`config.mk`:
```
export PLATFORM = sky130hd
export DESIGN_NAME = apb_master_arbiter_flat
export DESIGN_NICKNAME = d
export VERILOG_FILES = /design/src/rtl/apb_master_arbiter_if.sv /design/src/rtl/apb_master_arbiter.sv /design/src/flat_wrapper.sv
export SDC_FILE = /design/constraint.sdc
export NUM_CORES = 1
export LEC_CHECK = 0
export CAP_MARGIN = 5
export CORE_ASPECT_RATIO = 0.8
export CORE_MARGIN = 10
export CORE_UTILIZATION = 45
export CTS_BUF_LIST = sky130_fd_sc_hd__clkbuf_4 sky130_fd_sc_hd__clkbuf_8 sky130_fd_sc_hd__clkbuf_16
export DETAILED_ROUTE_END_ITERATION = 8
export PLACE_DENSITY = 0.8
export SYNTH_ARGS = -nofsm -noshare
export SYNTH_HDL_FRONTEND = slang
export SYNTH_SLANG_ARGS = --single-unit
export TNS_END_PERCENT = 20
```
`constraint.sdc`:
```
create_clock -name clk_i -period 2 [get_ports clk_i]
set_clock_uncertainty 0.05 [all_clocks]
set_input_delay 0.3 -clock clk_i [delete_from_list [all_inputs] [get_ports clk_i]]
set_output_delay 0.3 -clock clk_i [all_outputs]
set_load 0.02 [all_outputs]
```
`src/rtl/apb_master_arbiter_if.sv`:
```
// Bundles the two requester ports and the APB slave port of apb_master_arbiter.
// The master modport is the arbiter's view; the slave modport is the view of
// whatever drives the requests and models the APB slave.
interface apb_master_arbiter_if;
  // requester 0
  logic       req0;
  logic       wr0;
  logic [7:0] addr0;
  logic [7:0] wdata0;
  logic       done0;
  // requester 1
  logic       req1;
  logic       wr1;
  logic [7:0] addr1;
  logic [7:0] wdata1;
  logic       done1;
  // shared completion status
  logic       err;
  logic [7:0] rdata;
  // APB slave port
  logic       apb_sel;
  logic       apb_enable;
  logic       apb_w_en;
  logic [7:0] apb_add;
  logic [7:0] apb_wdata;
  logic       apb_ready;
  logic [7:0] apb_rdata;

  modport master (
    input  req0, wr0, addr0, wdata0,
    input  req1, wr1, addr1, wdata1,
    input  apb_ready, apb_rdata,
    output done0, done1, err, rdata,
    output apb_sel, apb_enable, apb_w_en, apb_add, apb_wdata
  );

  modport slave (
    output req0, wr0, addr0, wdata0,
    output req1, wr1, addr1, wdata1,
    output apb_ready, apb_rdata,
    input  done0, done1, err, rdata,
    input  apb_sel, apb_enable, apb_w_en, apb_add, apb_wdata
  );
endinterface

```
`src/rtl/apb_master_arbiter.sv`:
```
// Two-requester APB master: round-robin arbitration between req0/req1, the
// APB SETUP/ACCESS sequence, wait states via apb_ready and an optional
// timeout abort. Every output is a register.
//
//  state    | meaning
//  ---------+---------------------------------------------------------------
//  S_IDLE   | no transfer; picks an eligible requester (own done masks it)
//  S_SETUP  | apb_sel=1, apb_enable=0; exactly one cycle
//  S_ACCESS | apb_sel=1, apb_enable=1; waits for apb_ready or timeout
module apb_master_arbiter #(
  parameter int TIMEOUT = 16,  // ACCESS cycles without apb_ready before abort; 0 disables
  parameter int CNT_W   = 8    // timeout counter width; TIMEOUT < 2**CNT_W
) (
  input  logic                 clk_i,
  input  logic                 rst_i,
  apb_master_arbiter_if.master bus
);

  typedef enum logic [1:0] {
    S_IDLE   = 2'd0,
    S_SETUP  = 2'd1,
    S_ACCESS = 2'd2
  } state_t;

  // Counter value seen at the edge that ends the TIMEOUT-th wait cycle.
  localparam logic [CNT_W-1:0] TO_LAST =
    (TIMEOUT == 0) ? {CNT_W{1'b0}} : CNT_W'(TIMEOUT - 1);
  localparam bit TO_ENABLED = (TIMEOUT != 0);

  state_t           state_q, state_d;
  logic             last_gnt_q, last_gnt_d;  // also the id of the transfer in flight
  logic [CNT_W-1:0] cnt_q, cnt_d;
  logic             done0_q, done0_d;
  logic             done1_q, done1_d;
  logic             err_q, err_d;
  logic [7:0]       rdata_q, rdata_d;
  logic             sel_q, sel_d;
  logic             enable_q, enable_d;
  logic             w_en_q, w_en_d;
  logic [7:0]       add_q, add_d;
  logic [7:0]       wdata_q, wdata_d;

  logic             elig0, elig1;
  logic             gnt;
  logic             finish;

  // A requester whose done is high this cycle is still holding req; skip it once.
  assign elig0 = bus.req0 & ~done0_q;
  assign elig1 = bus.req1 & ~done1_q;

  // Next-state and next-output logic; every register holds unless changed below.
  always_comb begin
    state_d    = state_q;
    last_gnt_d = last_gnt_q;
    cnt_d      = cnt_q;
    done0_d    = 1'b0;
    done1_d    = 1'b0;
    err_d      = err_q;
    rdata_d    = rdata_q;
    sel_d      = sel_q;
    enable_d   = enable_q;
    w_en_d     = w_en_q;
    add_d      = add_q;
    wdata_d    = wdata_q;
    gnt        = 1'b0;
    finish     = 1'b0;

    case (state_q)
      S_IDLE: begin
        if (elig0 || elig1) begin
          // On a tie the requester that did not win last time gets the bus.
          gnt        = (elig0 && elig1) ? ~last_gnt_q : elig1;
          last_gnt_d = gnt;
          w_en_d     = gnt ? bus.wr1    : bus.wr0;
          add_d      = gnt ? bus.addr1  : bus.addr0;
          wdata_d    = gnt ? bus.wdata1 : bus.wdata0;
          sel_d      = 1'b1;
          state_d    = S_SETUP;
        end
      end

      S_SETUP: begin
        enable_d = 1'b1;
        cnt_d    = {CNT_W{1'b0}};
        state_d  = S_ACCESS;
      end

      S_ACCESS: begin
        if (bus.apb_ready) begin
          // Ready wins even on the cycle the timeout would fire.
          rdata_d = w_en_q ? 8'h00 : bus.apb_rdata;
          err_d   = 1'b0;
          finish  = 1'b1;
        end else begin
          cnt_d = cnt_q + 1'b1;
          if (TO_ENABLED && (cnt_q == TO_LAST)) begin
            rdata_d = 8'h00;
            err_d   = 1'b1;
            finish  = 1'b1;
          end
        end
      end

      default: begin
        state_d = S_IDLE;
      end
    endcase

    if (finish) begin
      done0_d  = ~last_gnt_q;
      done1_d  = last_gnt_q;
      sel_d    = 1'b0;
      enable_d = 1'b0;
      state_d  = S_IDLE;
    end
  end

  // State and output registers; reset drops every output at once.
  always_ff @(posedge clk_i or posedge rst_i) begin
    if (rst_i) begin
      state_q    <= S_IDLE;
      last_gnt_q <= 1'b1;
      cnt_q      <= {CNT_W{1'b0}};
      done0_q    <= 1'b0;
      done1_q    <= 1'b0;
      err_q      <= 1'b0;
      rdata_q    <= 8'h00;
      sel_q      <= 1'b0;
      enable_q   <= 1'b0;
      w_en_q     <= 1'b0;
      add_q      <= 8'h00;
      wdata_q    <= 8'h00;
    end else begin
      state_q    <= state_d;
      last_gnt_q <= last_gnt_d;
      cnt_q      <= cnt_d;
      done0_q    <= done0_d;
      done1_q    <= done1_d;
      err_q      <= err_d;
      rdata_q    <= rdata_d;
      sel_q      <= sel_d;
      enable_q   <= enable_d;
      w_en_q     <= w_en_d;
      add_q      <= add_d;
      wdata_q    <= wdata_d;
    end
  end

  assign bus.done0      = done0_q;
  assign bus.done1      = done1_q;
  assign bus.err        = err_q;
  assign bus.rdata      = rdata_q;
  assign bus.apb_sel    = sel_q;
  assign bus.apb_enable = enable_q;
  assign bus.apb_w_en   = w_en_q;
  assign bus.apb_add    = add_q;
  assign bus.apb_wdata  = wdata_q;

endmodule

```
`src/flat_wrapper.sv`:
```
// flat-port wrapper written by rule: the top's interface ports become plain ports
module apb_master_arbiter_flat 
#(
  parameter int TIMEOUT = 16,                                                             
  parameter int CNT_W   = 8                                                
)
  (clk_i, rst_i, bus_req0, bus_wr0, bus_addr0, bus_wdata0, bus_req1, bus_wr1, bus_addr1, bus_wdata1, bus_apb_ready, bus_apb_rdata, bus_done0, bus_done1, bus_err, bus_rdata, bus_apb_sel, bus_apb_enable, bus_apb_w_en, bus_apb_add, bus_apb_wdata);
  apb_master_arbiter_if bus_i ();
  input  logic clk_i;
  input  logic rst_i;
  input wire logic [$bits(bus_i.req0)-1:0] bus_req0;
  input wire logic [$bits(bus_i.wr0)-1:0] bus_wr0;
  input wire logic [$bits(bus_i.addr0)-1:0] bus_addr0;
  input wire logic [$bits(bus_i.wdata0)-1:0] bus_wdata0;
  input wire logic [$bits(bus_i.req1)-1:0] bus_req1;
  input wire logic [$bits(bus_i.wr1)-1:0] bus_wr1;
  input wire logic [$bits(bus_i.addr1)-1:0] bus_addr1;
  input wire logic [$bits(bus_i.wdata1)-1:0] bus_wdata1;
  input wire logic [$bits(bus_i.apb_ready)-1:0] bus_apb_ready;
  input wire logic [$bits(bus_i.apb_rdata)-1:0] bus_apb_rdata;
  output wire logic [$bits(bus_i.done0)-1:0] bus_done0;
  output wire logic [$bits(bus_i.done1)-1:0] bus_done1;
  output wire logic [$bits(bus_i.err)-1:0] bus_err;
  output wire logic [$bits(bus_i.rdata)-1:0] bus_rdata;
  output wire logic [$bits(bus_i.apb_sel)-1:0] bus_apb_sel;
  output wire logic [$bits(bus_i.apb_enable)-1:0] bus_apb_enable;
  output wire logic [$bits(bus_i.apb_w_en)-1:0] bus_apb_w_en;
  output wire logic [$bits(bus_i.apb_add)-1:0] bus_apb_add;
  output wire logic [$bits(bus_i.apb_wdata)-1:0] bus_apb_wdata;
  assign bus_i.req0 = bus_req0;
  assign bus_i.wr0 = bus_wr0;
  assign bus_i.addr0 = bus_addr0;
  assign bus_i.wdata0 = bus_wdata0;
  assign bus_i.req1 = bus_req1;
  assign bus_i.wr1 = bus_wr1;
  assign bus_i.addr1 = bus_addr1;
  assign bus_i.wdata1 = bus_wdata1;
  assign bus_i.apb_ready = bus_apb_ready;
  assign bus_i.apb_rdata = bus_apb_rdata;
  assign bus_done0 = bus_i.done0;
  assign bus_done1 = bus_i.done1;
  assign bus_err = bus_i.err;
  assign bus_rdata = bus_i.rdata;
  assign bus_apb_sel = bus_i.apb_sel;
  assign bus_apb_enable = bus_i.apb_enable;
  assign bus_apb_w_en = bus_i.apb_w_en;
  assign bus_apb_add = bus_i.apb_add;
  assign bus_apb_wdata = bus_i.apb_wdata;
  apb_master_arbiter #(.TIMEOUT(TIMEOUT), .CNT_W(CNT_W)) u_core (.clk_i(clk_i), .rst_i(rst_i), .bus(bus_i));
endmodule
```
==> impl_metrics.tcl <==
set metrics [dict create \
    grt.overflow.total 0 \
    powerDensity_nw_per_um2 1300 \
    ir_worst_vdd_uv 745 \
    start_util_pct 46.8 \
    first_pass_iters 4 \
    antenna_left 0 \
    die_area_sq_um 7990 \
    crit_path_end_kind "primary output" \
    grt_max_degree 42 \
    io_pins 77 \
    tns_ps 0 \
    async_flop_share_pct 100 \
    die_h_um 82.0 \
    rsz0062_at_grt "no" \
    ys_ff_latch 41 \
    gr-usage-all-layers_pct 15.4 \
    syn_to_final_growth_pct 45.4 \
    yosys-top-cells-area "dfrtp_1 46%, and3b_1 7.3%, a221oi_1 6.9%" \
    pwr-share-seq_pct 33.9 \
    avgSynthCellArea_sq_um 10.8 \
    status "finished clean" \
    cts.sinks 41 \
    yosysMostFrequentCell "dfrtp_1" \
    yosysTopAreaCell "dfrtp_1" \
    crit_required_ps 1650 \
    ctsHoldBuffers 0 \
    p_sw_share_pct 37.9 \
    critPathLaunchType "flop" \
    power_report.internal_total_w 0.00255 \
    synthDominantCellAreaShare_pct 46.3 \
    rows 22 \
    syn_area_sq_um 2160 \
    final_net_count 330 \
    antenna_found_initial 0 \
    slowest_stage "clkdlybuf4s50_1" \
    worst_pin_slew_ps 515 \
    syn_nets 249 \
    cts_setup_buffers 0 \
    fin_crit_sh_pct 89.8 \
    synth_edf_count 0 \
    synthDistinctLibCells 38 \
    worstPathMaxFanout 9 \
    dieWidth_um 97.5 \
    cp_top_family "buffers and inverters" \
    fmax_mhz 557 \
    cp_data_arrival_time_ps 1450 \
    relSlewSlack_pct 65.5 \
    post-place-cells 335 \
    htreeDepth 2 \
    antenna-diode-count 0 \
    power_frac_comb_pct 53.1 \
    ys_seq_area_share_pct 47.5 \
    fillers 399 \
    finalMaxSlewViolations 0 \
    p_leak_nw 1.30 \
    hold_viol 0 \
    finalSetupViolCount 0 \
    wl_per_cell_um 18.2 \
    drive_gt1_share_pct 12.0 \
    grt_pass1_wl_um 10100 \
    synth_ff_type "dfrtp_1" \
    dp_hpwl_um 4550 \
    slowest_delay_ps 670 \
    drt_iter0_markers 81 \
    p_clk_share_pct 13.0 \
    gp_congestion 0.826 \
    clockBufferDepth 2 \
    vias_per_cell 5.73 \
    wl_um 6240 \
    port_buffers 76 \
    yosys-top-cells-count "40 x dfrtp_1, 18 x and3b_1, 18 x o21ai_0" \
    period_needed_ps 1800 \
    crit_type "reg -> out" \
    drc 0 \
    grt_pass1_vias 1989 \
    cts_resized 0 \
    hp-class "in -> async" \
    p_sw_w 0.00155 \
    cts_buffers 5 \
    crit_buf_inv 1 \
    tritoncts "yes" \
    instances_no_fill 343 \
    cts_root_buf "clkbuf_8" \
    drv_cap 0 \
    yosys_warnings 0 \
    core_sq_um 4620 \
    clk_latency_ps 290 \
    vias 1967 \
    path_cells "clkdlybuf4s50_1" \
    synth_cells 201 \
    path_clk_slew_ps 80 \
]
metal layers:
metal  part of all wire (%)  track usage [%]  vias up
li1                       -                -      950
met1                     45             19.9      954
met2                     47             23.6       57
met3                    7.1             5.70        6
met4                    1.1             5.07        0
met5                      0                0        -
placed cells by master (no fill, tap or decap), drive strengths merged, types with 2 or more instances in the layout:
master,n
a21oi,4
buf,16
a221o,8
clkdlybuf4s50,76
nand2b,6
a21o,2
dfrtp,40
a2bb2oi,17
mux2,2
nor3,4
or2,2
nand3,6
and2,8
nor3b,2
a221oi,17
nand2,7
o21ai,18
and3b,18
mux2i,3
clkinv,3
nor4,2
clkbuf,6
cell type report:
type                            instances  area, sq um  area share [%]
Clock inverter                          2         10.0           0.318
Sequential cell                        41         1030            32.7
Timing Repair Buffer                   92          893            28.4
Multi-Input combinational cell        140         1050            33.5
Inverter                                2         7.51           0.239
Tap cell                               60         75.1            2.39
Clock buffer                            6         76.3            2.43
final timing paths:
check                                   start             endpoint  slack [ps]  depth (start not counted)
setup / recovery             u_core.bus.done1            bus_done1         200                          1
hold / removal                          rst_i      u_core.cnt_q[1]         380                          3
setup reg to reg            u_core.state_q[0]  u_core.bus.rdata[6]         280                          3
hold reg to reg            u_core.bus.apb_sel   u_core.bus.apb_sel         480                          1
max in group asynchronous               rst_i    u_core.last_gnt_q        1140                          3
min in group clk_i         u_core.bus.apb_sel   u_core.bus.apb_sel         480                          1
registers in the layout, summed over array words and instances (netlist names), 2 cells and up:
| name | cells |
|---|---|
| u_core.bus.apb_add | 8 |
| u_core.bus.apb_wdata | 8 |
| u_core.cnt_q | 8 |
| u_core.bus.rdata | 8 |
| u_core.state_q | 2 |
logic make-up (layout without fill, tap and decap cells):
| group | count (synthesis) | in the layout | share of synthesized area, % |
|---|---|---|---|
| buf+inv | 20 | 102 | 3.88 |
| flops | 41 | 41 | 47.5 |
| simple gates | 61 | 61 | 19.6 |
| fa+ha+maj | 1 | 1 | 0.579 |
| mux | 5 | 5 | 2.43 |
| compound gates | 73 | 73 | 26.0 |
power by group through the flow:
stage	Combinational [W]	Sequential [W]	Clock (W)
finish	0.00218	0.00139	0.000534
global route	0.00236	0.00144	0.000583
CTS	0.00220	0.00139	0.000552
detailed placement	0.00220	0.00139	0
global placement	0.00216	0.00140	0
floorplan	0.000985	0.00168	0
metrics by stage:
stage	total power [W]	utilization, %	area, sq um	worst slack (ps)	hold slack [ps]
2_1_floorplan	0.00266	-	2160	364	336
3_3_place_gp	0.00356	66.1	3060	112	462
3_5_place_dp	0.00359	66.1	3060	62.3	465
4_1_cts	0.00414	68.0	3140	190	403
5_1_grt	0.00438	68.0	3140	129	424
6_report	0.00410	68.0	3140	204	382
Power figures use the tool's default switching activity.
